==> config.mk <==
export PLATFORM = sky130hd
export DESIGN_NAME = pipe_mdu_ctrl_flat
export DESIGN_NICKNAME = d
export VERILOG_FILES = /design/src/rtl/pipe_mdu_ctrl_if.sv /design/src/rtl/pipe_mdu_ctrl.sv /design/src/flat_wrapper.sv
export SDC_FILE = /design/constraint.sdc
export NUM_CORES = 1
export LEC_CHECK = 0
export ABC_AREA = 1
export BUFFER_PORTS_ARGS = -buffer_cell sky130_fd_sc_hd__buf_2
export CORE_MARGIN = 1.5
export CORE_UTILIZATION = 50
export DETAILED_ROUTE_END_ITERATION = 8
export PLACE_DENSITY = 0.79
export SYNTH_ARGS = -nofsm -noshare
export SYNTH_HDL_FRONTEND = slang
export SYNTH_SLANG_ARGS = --single-unit
==> constraint.sdc <==
create_clock -name clock -period 4.75 [get_ports clock]
set_input_delay 0.2375 -clock clock [delete_from_list [all_inputs] [get_ports clock]]
set_output_delay 0.2375 -clock clock [all_outputs]
set_load 0.01 [all_outputs]
==> src/rtl/pipe_mdu_ctrl_if.sv <==
// Pipeline-side bundle of the iterative multiply/divide unit.
// estart is a request held by EXE; estall is the stall/busy reply, and hi/lo are valid in the mdone cycle.
interface pipe_mdu_ctrl_if;
  logic        estart;
  logic        eop;
  logic [31:0] ea;
  logic [31:0] eb;
  logic        eflush;
  logic        estall;
  logic        mdone;
  logic [31:0] hi;
  logic [31:0] lo;

  modport master (
    output estart, eop, ea, eb, eflush,
    input  estall, mdone, hi, lo
  );

  modport slave (
    input  estart, eop, ea, eb, eflush,
    output estall, mdone, hi, lo
  );
endinterface

==> src/rtl/pipe_mdu_ctrl.sv <==
// Iterative 32-bit unsigned multiply / restoring divide unit that stalls the pipeline while busy.
// One shared 64-bit accumulator holds product-in-progress or remainder:quotient.
module pipe_mdu_ctrl (
  input  logic        clock,
  input  logic        reset,
  pipe_mdu_ctrl_if.slave bus,
  output logic [1:0]  dbg_state,
  output logic [4:0]  dbg_cnt
);

  typedef enum logic [1:0] {S_IDLE, S_MUL, S_DIV, S_DONE} state_t;

  state_t      state;
  state_t      state_nx;
  logic [4:0]  cnt;
  logic [63:0] acc;
  logic [63:0] acc_step;
  logic [31:0] opnd;
  logic [31:0] hi_q;
  logic [31:0] lo_q;
  logic        accept;
  logic        busy;
  logic        finish;
  logic        div0;
  logic [32:0] mul_sum;
  logic [31:0] rem_sub;
  logic        rem_ge;

  always_ff @(posedge clock) begin
    if (reset) state <= S_IDLE;
    else       state <= state_nx;
  end

  always_comb begin
    state_nx   = state;
    busy       = (state == S_MUL) || (state == S_DIV);
    accept     = bus.estart && !bus.eflush && ((state == S_IDLE) || (state == S_DONE));
    finish     = busy && !bus.eflush && (cnt == 5'd31);
    div0       = accept && bus.eop && (bus.eb == 32'd0);
    bus.estall = accept || busy;
    bus.mdone  = (state == S_DONE);
    if (bus.eflush) begin
      state_nx = S_IDLE;
    end else begin
      case (state)
        S_IDLE, S_DONE: begin
          if (accept) begin
            if (!bus.eop)     state_nx = S_MUL;
            else if (div0)    state_nx = S_DONE;
            else              state_nx = S_DIV;
          end else begin
            state_nx = S_IDLE;
          end
        end
        S_MUL, S_DIV: begin
          if (cnt == 5'd31) state_nx = S_DONE;
        end
        default: state_nx = S_IDLE;
      endcase
    end
  end

  // Multiply adds the multiplicand into the top half, then shifts right; the multiplier drains out of the bottom.
  always_comb begin
    mul_sum  = {1'b0, acc[63:32]} + (acc[0] ? {1'b0, opnd} : 33'd0);
    rem_ge   = (acc[63:31] >= {1'b0, opnd});
    rem_sub  = acc[62:31] - opnd;
    acc_step = {mul_sum, acc[31:1]};
    if (state == S_DIV) begin
      acc_step = rem_ge ? {rem_sub, acc[30:0], 1'b1} : {acc[62:0], 1'b0};
    end
  end

  always_ff @(posedge clock) begin
    if (reset) begin
      cnt  <= 5'd0;
      acc  <= 64'd0;
      opnd <= 32'd0;
      hi_q <= 32'd0;
      lo_q <= 32'd0;
    end else if (accept) begin
      cnt  <= 5'd0;
      acc  <= {32'd0, (bus.eop ? bus.ea : bus.eb)};
      opnd <= bus.eop ? bus.eb : bus.ea;
      if (div0) begin
        hi_q <= bus.ea;
        lo_q <= 32'hFFFF_FFFF;
      end
    end else if (busy && !bus.eflush) begin
      acc <= acc_step;
      cnt <= cnt + 5'd1;
      if (finish) begin
        hi_q <= acc_step[63:32];
        lo_q <= acc_step[31:0];
      end
    end
  end

  assign bus.hi    = hi_q;
  assign bus.lo    = lo_q;
  assign dbg_state = state;
  assign dbg_cnt   = cnt;

endmodule

==> src/flat_wrapper.sv <==
// flat-port wrapper written by rule: the top's interface ports become plain ports
module pipe_mdu_ctrl_flat 
  (clock, reset, dbg_state, dbg_cnt, bus_estart, bus_eop, bus_ea, bus_eb, bus_eflush, bus_estall, bus_mdone, bus_hi, bus_lo);
  pipe_mdu_ctrl_if bus_i ();
  input  logic clock;
  input  logic reset;
  output logic [1:0] dbg_state;
  output logic [4:0] dbg_cnt;
  input wire logic [$bits(bus_i.estart)-1:0] bus_estart;
  input wire logic [$bits(bus_i.eop)-1:0] bus_eop;
  input wire logic [$bits(bus_i.ea)-1:0] bus_ea;
  input wire logic [$bits(bus_i.eb)-1:0] bus_eb;
  input wire logic [$bits(bus_i.eflush)-1:0] bus_eflush;
  output wire logic [$bits(bus_i.estall)-1:0] bus_estall;
  output wire logic [$bits(bus_i.mdone)-1:0] bus_mdone;
  output wire logic [$bits(bus_i.hi)-1:0] bus_hi;
  output wire logic [$bits(bus_i.lo)-1:0] bus_lo;
  assign bus_i.estart = bus_estart;
  assign bus_i.eop = bus_eop;
  assign bus_i.ea = bus_ea;
  assign bus_i.eb = bus_eb;
  assign bus_i.eflush = bus_eflush;
  assign bus_estall = bus_i.estall;
  assign bus_mdone = bus_i.mdone;
  assign bus_hi = bus_i.hi;
  assign bus_lo = bus_i.lo;
  pipe_mdu_ctrl u_core (.clock(clock), .reset(reset), .bus(bus_i), .dbg_state(dbg_state), .dbg_cnt(dbg_cnt));
endmodule
==> impl_results.md <==
- Setup TNS: 0 ns
- R2r endpoint: u_core.bus.hi[31]
- Syn avg cell area: just over 6 um2
- CP max-delay cell: nand2_2
- CP Launch Type: flip-flop
- Placed inst area: ~0.014 mm2
- CTS Hold Buffers Added: 0
- First-pass GRT wire length: approximately 77 mm
- Synth top area share: 0.252
- Die Width: 166 um
- Synth warn: 0
- Final hold viol count: 0
- Fmax: approximately 0.28 GHz
- Post-CTS setup buffer count: 0
- Ys async rst share: 0
- Gr ovfl total: 0
- Gr usage total: 0.352
- Post-synth cell types: 43
- # rows: 59
- CTS max path bufs: 2
- Crit path time final: 3.60 ns
- IO Pins: 142
- Via count: approximately 15,000
- Placed cell count: around 2,600
- Sequential share of power: 0.370
- Commonest cells post-synth: nand2_1 (612), inv_1 (335), nor2_1 (194)
- RePlAce Congestion: ~1.1
- Worst endpoint required time: 5.05 ns
- Vias per cell: approximately 5.8
- Worst reg2reg setup slack: between 1 and 1.5 ns
- CP Class: flip-flop to flip-flop
- Number of synthesized flops with an enable pin: 0
- Layout cell share with drive strength beyond 1: 0.103
- Met1 Use GR: 0.508
- PwrDens: about 270 mW/mm2
- Syn Inst Count: roughly 2,200
- Syn Nets: roughly 2,300
- Count of final setup violators: 0
- H-tree depth: 4
- Worst slack at placement: 1.20 ns
- Initial Utilization: 0.509
- Most common cell in the netlist: nand2_1
- Initial antenna violation count: 0
- Relative slew slack: 0.295
- #FFs+latches synth: ~170
- Setup crit end kind: flip-flop
- Clock sinks: 167
- Number of gates resized after CTS: 0
- Simple-Gate Fraction of Synth Area: 0.347
- GRT met2 Usage: 0.517
- Worst Path Arrival: 3.90 ns
- Status: finished clean
- Reg2Reg Depth: 17
- Dominant cell type by area after synthesis: dfxtp_1
- Number of port buffers: around 140
- Slowest Stage Delay on Critical Path: slightly above 0.6 ns
- Worst Setup Slack, final: 1.15 ns
- Residual DRC count: 0
- Worst R2R Start: u_core.acc[33]
- Sw Share: 0.379
- CTS tree: done
- Max-cap viol count: 0
- Design Power: 4.03 mW
- Fin crit share: 0.758
- Cell Chain, Critical Path: ha_1 > nand2_1 > nand2_1 > nand2_1 > nand2_1 > nand2_1 > nand3_2 > nand2_2 > nand2_2 > nand2_2 > nand2_2 > nand2_1 > nand2_1 > nand2_1 > nand3_1 > nand2_1 > a21oi_1
- Gate power share: 0.267
- Compound-Gate Fraction of Synth Area: 0.186
- GR peak layer: met2
- RSZ-0062 raised after global routing: false
- Drt wl/cell: about 19 um
- Clk_lat worst skew: 0.45 ns
- Initial detailed-routing violation count: 1,866
- Measured slew at the worst slew-check pin: around 1.1 ns
- Multiplexer share of the synthesized area: 0
- Post-route ant nets: 0
- Seq/Total Area, Yosys: 0.252
- Cell repeated most along the worst path: nand2_1
- # fillers: roughly 2,600
- Detailed-route wire length: 49.5 mm
- Vias in the first global route: 13,900
- Mapped Area: roughly 0.013 mm2
- Core Region: 0.0261 mm2
- Final Slew Violations: 0
- 1st-pass router iterations: 6
- Hold Crit Start: bus_eb[0]
- HPWL after detailed placement: roughly 38 mm
- Hold Path Sink: u_core.opnd[0]
- Non-filler cells, final: 2,610
- Total CTS buffers: 17
- CP Max Fanout: 33
- Area growth from synthesis to layout: 10.7%
- Largest family of logic cells by synthesized area: simple AND/OR/NAND/NOR gates
- Commonest register cell after synthesis: dfxtp_1
- Pint: between 2 and 3 mW
- Root Buffer: clkbuf_16
- Adder-Cell Fraction of Synth Area: 0.0671
- Die area: about 0.028 mm2
- Design Area, Final: roughly 0.015 mm2
- Worst vdd ir: approximately 0.00020 V
- Most area-consuming cells after synthesis: dfxtp_1 (25%), nand2_1 (17%), inv_1 (9.5%)
- Final #Nets: ~2,400
- Antenna diodes: 0
- Leak: ~8 nW
- Worst Clk Skew: 0.0277 ns
- Buf+Inv Stages, Crit Path: 0
- Clock-pin slew on the worst setup and hold paths: roughly 0.090 ns
- Worst hold path type: primary input to flip-flop
- Clock Power Share: 0.362
- Die H: about 170 um
- Hold path cells: 3
- Switching power: 1.53 mW
- GR Layer Usage met3: 0.0689
- Largest net degree at the start of global routing: between 80 and 90
- CP top delay family: simple AND/OR/NAND/NOR gates
- Post-Synth XOR/XNOR Area: 0.0158
## area by class of cell
cell class                      count  area (um2)  share of cell area
Clock inverter                     15         175              0.0119
Clock buffer                       17         425              0.0290
Sequential cell                   167        3340               0.228
Multi-Input combinational cell   1578        8220               0.560
Inverter                          343        1290              0.0877
Tap cell                          335         419              0.0285
Timing Repair Buffer              155         811              0.0552
## worst register-to-register path, stage by stage, from the launching register on
cell,delay (ns)
dfxtp_1,0.46
ha_1,0.35
nand2_1,0.11
nand2_1,0.05
nand2_1,0.06
nand2_1,0.05
nand2_1,0.07
nand3_2,0.12
nand2_2,0.10
nand2_2,0.07
nand2_2,0.53
nand2_2,0.61
nand2_1,0.47
nand2_1,0.09
nand2_1,0.10
nand3_1,0.07
nand2_1,0.11
a21oi_1,0.06
## stage by stage
step / util / hold slack [ns]
2_1_floorplan: - / 0.380
4_1_cts: 0.564 / 0.0673
6_report: 0.564 / 0.0780
3_5_place_dp: 0.541 / 0.453
5_1_grt: 0.564 / 0.0764
3_3_place_gp: 0.541 / 0.449
## worst max-delay path by stage
stage / start / end / slack [ns] / cells past startpoint
floorplan: u_core.acc[0] / u_core.acc[43] / 2.28 / 14
global placement: u_core.opnd[7] / u_core.acc[61] / 1.25 / 18
detailed placement: u_core.opnd[7] / u_core.acc[61] / 1.20 / 18
CTS: u_core.opnd[7] / u_core.acc[61] / 1.17 / 18
global route: u_core.opnd[2] / u_core.acc[61] / 0.82 / 18
finish: u_core.acc[33] / u_core.bus.hi[31] / 1.15 / 17
## logic make-up (layout without fill, tap and decap cells)
kind of cell | after synthesis | in the layout
flip-flops | 167 | 167
AND/OR/NAND/NOR | 1079 | 1079
AO/OA/AOI/OAI | 405 | 405
buffers and inverters | 447 | 530
adder cells (fa/ha/maj) | 70 | 70
XOR/XNOR | 24 | 24
## state kept, by name, indices dropped and copies added (netlist names)
register / flops
u_core.opnd: 32
u_core.dbg_state: 2
u_core.acc: 64
u_core.dbg_cnt: 5
u_core.bus.lo: 32
u_core.bus.hi: 32
## power groups by stage
stage	Clock, mW	Combinational (mW)	Sequential [mW]
5_1_grt	1.52	1.18	1.50
3_3_place_gp	0	1.04	1.52
3_5_place_dp	0	1.04	1.52
6_report	1.46	1.08	1.49
4_1_cts	1.45	1.05	1.49
2_1_floorplan	0	0.755	1.51
## layer usage
layer | part of all wire | vias to the layer above
li1 | - | 7253
met1 | 0.44 | 6853
met2 | 0.42 | 824
met3 | 0.11 | 110
met4 | 0.034 | 0
met5 | 0 | -
## cells in the final DEF, fill, tap and decap left out, types with 4 or more instances in the layout
cell	instances
nand2_1	612
inv_1	335
nor2_1	191
nand3_1	177
a21oi_1	174
dfxtp_1	167
buf_2	141
ha_1	67
o211ai_1	63
o21ai_0	63
nand3b_1	32
a221oi_1	31
a211oi_1	25
a31oi_1	24
clkbuf_16	17
xnor2_1	14
buf_4	14
o21bai_1	13
nand4_1	11
xor2_1	10
nor3_1	9
nand2_2	9
nor2_4	7
nand3_2	7
nor4_1	7
inv_2	6
inv_8	6
a21oi_2	5
nor2_2	4
clkinv_8	4
(Power assumes the default switching activity.)
